### config.mk
export PLATFORM = sky130hd
export DESIGN_NAME = cdc_hs_tx
export DESIGN_NICKNAME = d
export VERILOG_FILES = /design/src/rtl/cdc_hs_tx_pkg.sv /design/src/rtl/cdc_hs_tx_sync.sv /design/src/rtl/cdc_hs_tx.sv
export SDC_FILE = /design/constraint.sdc
export NUM_CORES = 1
export LEC_CHECK = 0
export CAP_MARGIN = 20
export CORE_MARGIN = 2
export CORE_UTILIZATION = 42
export DETAILED_ROUTE_END_ITERATION = 8
export PLACE_DENSITY = 0.86
export REMOVE_ABC_BUFFERS = 1
export SLEW_MARGIN = 40
export SYNTH_ARGS = -nofsm -noshare
export SYNTH_HDL_FRONTEND = slang
export SYNTH_SLANG_ARGS = --single-unit
export TNS_END_PERCENT = 30
### constraint.sdc
create_clock -name clk -period 1.49 [get_ports clk]
set_clock_uncertainty 0.05 [all_clocks]
set_input_delay 0.3725 -clock clk [delete_from_list [all_inputs] [get_ports clk]]
set_output_delay 0.3725 -clock clk [all_outputs]
set_load 0.1 [all_outputs]
### src/rtl/cdc_hs_tx_pkg.sv
// Shared CDC handshake definitions.
// Used by the four-phase transmitter and its matching receiver.
package cdc_hs_tx_pkg;

  typedef enum logic [1:0] {
    IDLE = 2'd0,
    REQ  = 2'd1,
    REL  = 2'd2
  } cdc_state_e;

  localparam int SYNC_STAGES_DEF = 2;

endpackage

### src/rtl/cdc_hs_tx_sync.sv
// Multi-flop single-bit synchronizer.
// Exposes the final stage and the stage feeding it.
module cdc_sync_bit #(
  parameter int STAGES = 2
) (
  input  logic clk,
  input  logic rst,
  input  logic d_i,
  output logic q_o,
  output logic q_pre_o
);

  logic [STAGES-1:0] sync_q;
  logic [STAGES-1:0] sync_d;

  generate
    if (STAGES < 2) begin : g_bad
      $error("cdc_sync_bit needs at least two stages");
    end
  endgenerate

  always_comb begin
    sync_d = {sync_q[STAGES-2:0], d_i};
  end

  always_ff @(posedge clk) begin
    if (rst) sync_q <= '0;
    else     sync_q <= sync_d;
  end

  // q_pre_o is the value q_o takes on the next edge.
  assign q_o     = sync_q[STAGES-1];
  assign q_pre_o = sync_q[STAGES-2];

endmodule

### src/rtl/cdc_hs_tx.sv
// Four-phase handshake transmitter: holds a word and
// raises req_o until the synchronized ack completes.
module cdc_hs_tx
  import cdc_hs_tx_pkg::*;
#(
  parameter int DATA_W      = 32,
  parameter int SYNC_STAGES = SYNC_STAGES_DEF
) (
  input  logic              clk,
  input  logic              rst,
  input  logic              in_valid,
  output logic              in_ready,
  input  logic [DATA_W-1:0] in_data,
  output logic              req_o,
  output logic [DATA_W-1:0] data_o,
  input  logic              ack_i,
  output logic              busy,
  output logic              done,
  output logic              err
);

  cdc_state_e        state_q, state_d;
  logic              req_q, req_d;
  logic [DATA_W-1:0] data_q, data_d;
  logic              done_q, done_d;
  logic              err_q, err_d;
  logic              ack_s;
  logic              ack_s_nxt;

  cdc_sync_bit #(
    .STAGES (SYNC_STAGES)
  ) u_ack_sync (
    .clk     (clk),
    .rst     (rst),
    .d_i     (ack_i),
    .q_o     (ack_s),
    .q_pre_o (ack_s_nxt)
  );

  assign in_ready = (state_q == IDLE) && !ack_s;

  always_comb begin
    state_d = state_q;
    req_d   = req_q;
    data_d  = data_q;
    done_d  = 1'b0;
    err_d   = err_q;
    unique case (state_q)
      IDLE: begin
        if (!ack_s && ack_s_nxt) err_d = 1'b1;
        if (in_valid && in_ready) begin
          data_d  = in_data;
          req_d   = 1'b1;
          state_d = REQ;
        end
      end
      REQ: begin
        if (ack_s) begin
          req_d   = 1'b0;
          state_d = REL;
        end
      end
      REL: begin
        // Leave on the edge where ack_s falls so the next
        // accept lines up with the done pulse.
        if (!ack_s_nxt) begin
          state_d = IDLE;
          done_d  = 1'b1;
        end
      end
      default: begin
        state_d = IDLE;
        req_d   = 1'b0;
      end
    endcase
  end

  always_ff @(posedge clk) begin
    if (rst) begin
      state_q <= IDLE;
      req_q   <= 1'b0;
      data_q  <= '0;
      done_q  <= 1'b0;
      err_q   <= 1'b0;
    end else begin
      state_q <= state_d;
      req_q   <= req_d;
      data_q  <= data_d;
      done_q  <= done_d;
      err_q   <= err_d;
    end
  end

  assign req_o  = req_q;
  assign data_o = data_q;
  assign busy   = (state_q != IDLE);
  assign done   = done_q;
  assign err    = err_q;

endmodule

==> results of run 1 <==
## power by group
part	total [mW]	internal [mW]	leakage, nW	switching [mW]
sequential	1.19	1.11	0.322	0.0748
combinational	1.16	0.503	0.848	0.659
clock	0.757	0.422	0.0515	0.335
total	3.11	2.04	1.22	1.07
## cells by family after synthesis
group | after synthesis
and+or+nand+nor | 76
DFF | 39
muxes | 32
buffers and inverters | 12
AOI/OAI and AO/OA | 3
## what timing repair did
item,4_1_cts,5_1_grt
endpoints found under the setup margin,4,34
gates resized for setup,6,3
pin swaps,2,3
gates cloned,0,3
setup buffers,2,1
## cell usage in the layout (no fill, tap or decap), drive strengths merged
cell type	n
o31a	1
dfxtp	39
nor3	1
nor4b	2
nand3b	2
mux2i	32
and2b	1
clkbuf	11
a22o	1
nor2	1
or2	1
inv	1
a21oi	1
nor4	1
buf	45
clkdlybuf4s50	35
nor3b	1
nand2b	64
nor2b	2
## sequential cells by signal, summed over array words and instances (netlist names)
signal and flops:
data_o 32, done 1, u_ack_sync.sync_q 2, state_q 2
err 1, req_o 1
## stage by stage
| stage | TNS (ps) | setup slack, ps | area (µm²) | hold WS, ps |
|---|---|---|---|---|
| 2_1_floorplan | -68580 | -1990 | 1620 | 363 |
| 3_3_place_gp | -7400 | -236 | 2860 | 389 |
| 3_5_place_dp | -8950 | -314 | 2860 | 403 |
| 4_1_cts | -77.4 | -42.6 | 2990 | 414 |
| 5_1_grt | -1380 | -83.3 | 3080 | 450 |
| 6_report | -32.7 | -32.7 | 3080 | 411 |
## area by class of cell
class	instances	area, µm²	share of cell area, %
tap	50	62.6	2.03
clock buffer	8	100	3.25
sequential	39	790	25.7
inverter	1	3.75	0.122
multi-input combinational	111	853	27.7
timing repair buffer	83	1270	41.2
## routing by layer
metal | vias to the layer above | track usage [%] | part of all wire [%]
li1 | 686 | - | -
met1 | 635 | 20.9 | 40
met2 | 38 | 31.7 | 54
met3 | 2 | 6.91 | 6.0
met4 | 0 | 5.25 | 0.21
met5 | - | 0 | 0
## worst paths after layout
kind / cells after the start / startpoint / slack (ps) / endpoint
worst max register to register: 5 / state_q[0] / 10 / data_o[19]
worst min register to register: 1 / u_ack_sync.sync_q[0] / 410 / done
worst max-delay path: 3 / state_q[0] / -30 / in_ready
worst min-delay path: 1 / u_ack_sync.sync_q[0] / 410 / done
==> qor.yml, run 1 <==
tightest_slew_ps: 285
synth.most_common_cell: "nand2b_1"
drtIter0Drc: 55
synth-edff-count: 0
required_ps: 1070
core.rowCount: 23
cp_cell_sequence: "nor3_2 -> buf_4 -> buf_12"
diodes: 0
holdBufCountCts: 0
worst-path-buf-inv: 2
synth_top_family_by_area: "simple AND/OR/NAND/NOR gates"
yosys-top-cells-count: "64 x nand2b_1, 39 x dfxtp_1, 32 x mux2i_1"
layout.cells.non_filler: 292
antenna_found_initial: 0
p_per_area_mw_per_mm2: 1010
ctsRootBufferMaster: "clkbuf_8"
cts.path.max_buffers: 2
ys_async_sr_fraction_pct: 0
synth_compound_gate_area_share_pct: 1.31
wl_per_cell_um: 13.3
arrival_ps: 1100
seq_area_frac_synth_pct: 45.5
dieArea_mm2: 0.00461
yosys_most_used_dff: "dfxtp_1"
synth_xor_area_share_pct: 0
cp_slowest_cell: "dfxtp_4"
grt_setup_unrepaired: "yes"
slowest_delay_ps: 360
yosysWarningCount: 0
netlist_area_mm2: 0.00172
cp_max_fo: 4
grt_pass1_vias: 1333
violations: "setup timing"
cap_viol_max_count: 0
core-area_mm2: 0.00397
syn2layout_area_growth_pct: 79.4
drcViolationCount: 0
yosysTopAreaCell: "dfxtp_1"
start_util_pct: 43.2
postSynthCellCount: 162
status: "finished, violations left"
synth_cell_types: 20
slew_violations: 0
cts_tree: "done"
grt-ovfl-total: 0
max-slew-margin-rel_pct: 80.8
ant_nets: 0
worstSkewPairLatency_ps: 280
crit_path_end_kind: "output port"
critPathTopFamily: "flip-flops"
grt_pass1_wl_mm: 6.27
clk_pin_slew_ps: 70
synth.mux.area_fraction_pct: 18.7
fin_crit_sh_pct: 102
cts.sinks: 39
gp_congestion: 0.663
wl_mm: 3.89
vias_per_cell: 4.66
setup_viol: 1
synth-simple-area-share_pct: 28.6
peakVddDrop_mv: 0.626
final_util_pct: 77.5
post-dp-hpwl_mm: 2.73
drt_pre_antenna_iters: 4
power_leakage_nw: 1.22
synth_fa_ha_area_share_pct: 0
grt.total_usage_pct: 18.3
holdCritPathClass: "flip-flop to flip-flop"
synth_top_area_share_pct: 45.5
nNetsFinal: 277
io_pins: 73
avgSynthCellArea_um2: 10.6
min_period_ps: 1520
cts_max_level: 2
die_h_um: 67.9
synth_seq_cells: 39
fmax_ghz: 0.657
nFillCells: 263
chipWidth_um: 67.9
grt_max_degree: 39
port_buffers: 72
drive_gt1_share_pct: 26.0
startpoint_type: "flip-flop"
placedCellCount: 278
vias: 1361
crit_type: "flip-flop to output port"
finalPower_mw: 3.11
hold_viol: 0
synth_area_leaders: "dfxtp_1 46%, nand2b_1 23%, mux2i_1 19%"
worst_slack_ps: -32.7
cts-buffers-inserted: 5
(Power assumes the default switching activity.)
==> run 2, diff against run 1 <==
CAP_MARGIN = not set   (was 20)
==> results of run 2 <==
No change in the layout: final DEF, timing and power equal those of run 1.
==> run 3, diff against run 2 <==
REMOVE_ABC_BUFFERS = not set   (was 1)
==> run 3 against run 2 <==
Compared with the run above:
- the run still ends with setup timing left
- critical path depth fell by 1
- critical path type unchanged
- global-route usage down 1.4 points
- sequential power about the same
- largest power group unchanged
- non-clock buffer count down 2
- largest cell class unchanged
- sequential cell count unchanged
- hold slack gained 1.4 ps
- routed wire length decreased by 6.9%
==> qor.yml, run 3 (synthesized netlist as in run 1, its figures left out) <==
status: "finished, violations left"
violations: "setup timing"
register_area_um2: 787  # -0.32%
worst_slack_ps: -58.0  # -25.3 ps
vias_per_cell: 4.65  # -0.25%
min_period_ps: 1550  # +25.3 ps
vias: 1339  # -1.6%
pwr-share-clk_pct: 21.5  # -2.9 points
nNetsFinal: 275  # -0.72%
required_ps: 1070  # about the same
setup_viol: 2  # +1
p_per_area_mw_per_mm2: 989  # -2.0%
hold_viol: 0  # unchanged
r2r-start: "state_q[1]"
nFillCells: 288  # +9.5%
seqPwrFrac_pct: 40.5  # +2.3 points
drive_gt1_share_pct: 24.4  # -1.7 points
ant_nets: 0  # unchanged
rr_worst_depth: 4  # -1
chipWidth_um: 67.9  # unchanged
ctsRootBufferMaster: "clkbuf_8"
drtIter0Drc: 45  # -18%
grt-ovfl-total: 0  # unchanged
met1_usage_pct: 19.3  # -1.6 points
mostFrequentLayoutCells: "64 x nand2b_1, 39 x buf_12, 36 x dfxtp_1"
startpoint_type: "flip-flop"
gp_congestion: 0.696  # +5.1%
gr-max-usage-layer: "met2"
port_buffers: 72  # unchanged
r2r_slack_ps: 30  # +20 ps
dieArea_mm2: 0.00461  # unchanged
worstReg2RegEnd: "data_o[31]"
fin_crit_sh_pct: 104  # +1.7 points
io_pins: 73  # unchanged
max-slew-margin-rel_pct: 83.0  # +2.2 points
p_comb_share_pct: 38.0  # +0.6 points
cts.sinks: 39  # unchanged
die_h_um: 67.9  # unchanged
diodes: 0  # unchanged
multi_input_area_um2: 853  # unchanged
slew_violations: 0  # unchanged
antenna_found_initial: 0  # unchanged
power_leakage_nw: 1.17  # -3.8%
p_sw_mw: 1.04  # -2.5%
cap_viol_max_count: 0  # unchanged
drcViolationCount: 0  # unchanged
global_route.usage.met2_pct: 28.6  # -3.2 points
grt_pass1_wl_mm: 5.82  # -7.3%
post-place-ws_ps: -280  # +33.3 ps
internal-power_mw: 1.89  # -7.1%
whs_ps: 412  # +1.41 ps
post-dp-hpwl_mm: 2.69  # -1.6%
tightest_slew_ps: 253  # -31.6 ps
cp_max_fo: 4  # unchanged
use_met3_pct: 5.92  # -0.99 points
crit_path_end_kind: "output port"
crit_type: "flip-flop to output port"
layout_commonest_cell: "nand2b_1"
cts_tree: "done"
synth_fp_nets: 198
swShare_pct: 35.5  # +1.1 points
grt_pass1_vias: 1351  # +1.4%
arrival_ps: 1130  # +30 ps
syn2layout_area_growth_pct: 72.9
core.rowCount: 23  # unchanged
cts_max_level: 2  # unchanged
wl_mm: 3.62  # -6.9%
grt_setup_unrepaired: "yes"
start_util_pct: 43.2  # unchanged
crit_path_end: "busy"
drt_pre_antenna_iters: 2  # -2
worstSkewPairLatency_ps: 280  # about the same
core-area_mm2: 0.00397  # unchanged
largest_register_ff_count: 32  # unchanged
grt.total_usage_pct: 16.8  # -1.4 points
clk_pin_slew_ps: 70  # about the same
cts.path.max_buffers: 2  # unchanged
peakVddDrop_mv: 0.706  # +13%
wl_per_cell_um: 12.6  # -5.6%
fmax_ghz: 0.646  # -1.6%
startpoint: "state_q[0]"
holdCritPathClass: "flip-flop to flip-flop"
cts-buffers-inserted: 5  # unchanged
min_from: "u_ack_sync.sync_q[0]"
grt_max_degree: 34  # -13%
## run 3: changes by cell type in the layout (fill, tap and decap cells not counted), sizes merged
| cell | before | now |
|---|---|---|
| clkbuf | 11 | 6 |
| buf | 45 | 46 |
## run 3: routing by layer
metal / wire length, µm / up-vias
met5: 0 / -
met4: 45 / 0
met3: 264 / 5
met2: 1880 / 41
met1: 1440 / 613
li1: - / 680
## run 3: what timing repair did
action / in CTS / in global routing
setup buffers: 2 / 1
gates resized for setup: 3 / 0
pin swaps: 1 / 1
hold buffers: 0 / 0
endpoints found under the setup margin: 2 / 21
## run 3: per-stage QoR
step	total power, mW	std cells	cell area, µm²	TNS [ps]	utilization (%)
final	2.93	288	2970	-114	74.7
after global placement	2.31	279	2860	-7110	72.1
after detailed placement	2.33	279	2860	-8070	72.1
after floorplan	1.88	162	1730	-87.7	-
after CTS	2.96	287	2960	-220	74.5
after global routing	3.04	288	2970	-523	74.7
## run 3: layout make-up
type	count	area share (%)
Timing Repair Buffer	81	40.0
Tap cell	50	2.11
Multi-Input combinational cell	111	28.8
Clock buffer	6	2.45
Sequential cell	39	26.5
Inverter	1	0.127
## run 3: worst max-delay path: stages, from the launching register on
cell and delay, ps:
dfxtp_2 340, or2_2 320, buf_12 170
## run 3: power groups by stage
| stage | logic (mW) | clock network, mW | registers (mW) |
|---|---|---|---|
| global route | 1.16 | 0.692 | 1.20 |
| detailed placement | 1.11 | 0 | 1.21 |
| CTS | 1.12 | 0.650 | 1.19 |
| finish | 1.12 | 0.629 | 1.19 |
| floorplan | 0.249 | 0 | 1.64 |
| global placement | 1.10 | 0 | 1.21 |
## run 3: worst min path at each step
stage / to / slack (ps) / depth (start not counted)
final: done / 410 / 1
after global routing: done / 440 / 1
after CTS: done / 410 / 1
after detailed placement: done / 400 / 1
after global placement: done / 390 / 1
after floorplan: done / 370 / 1
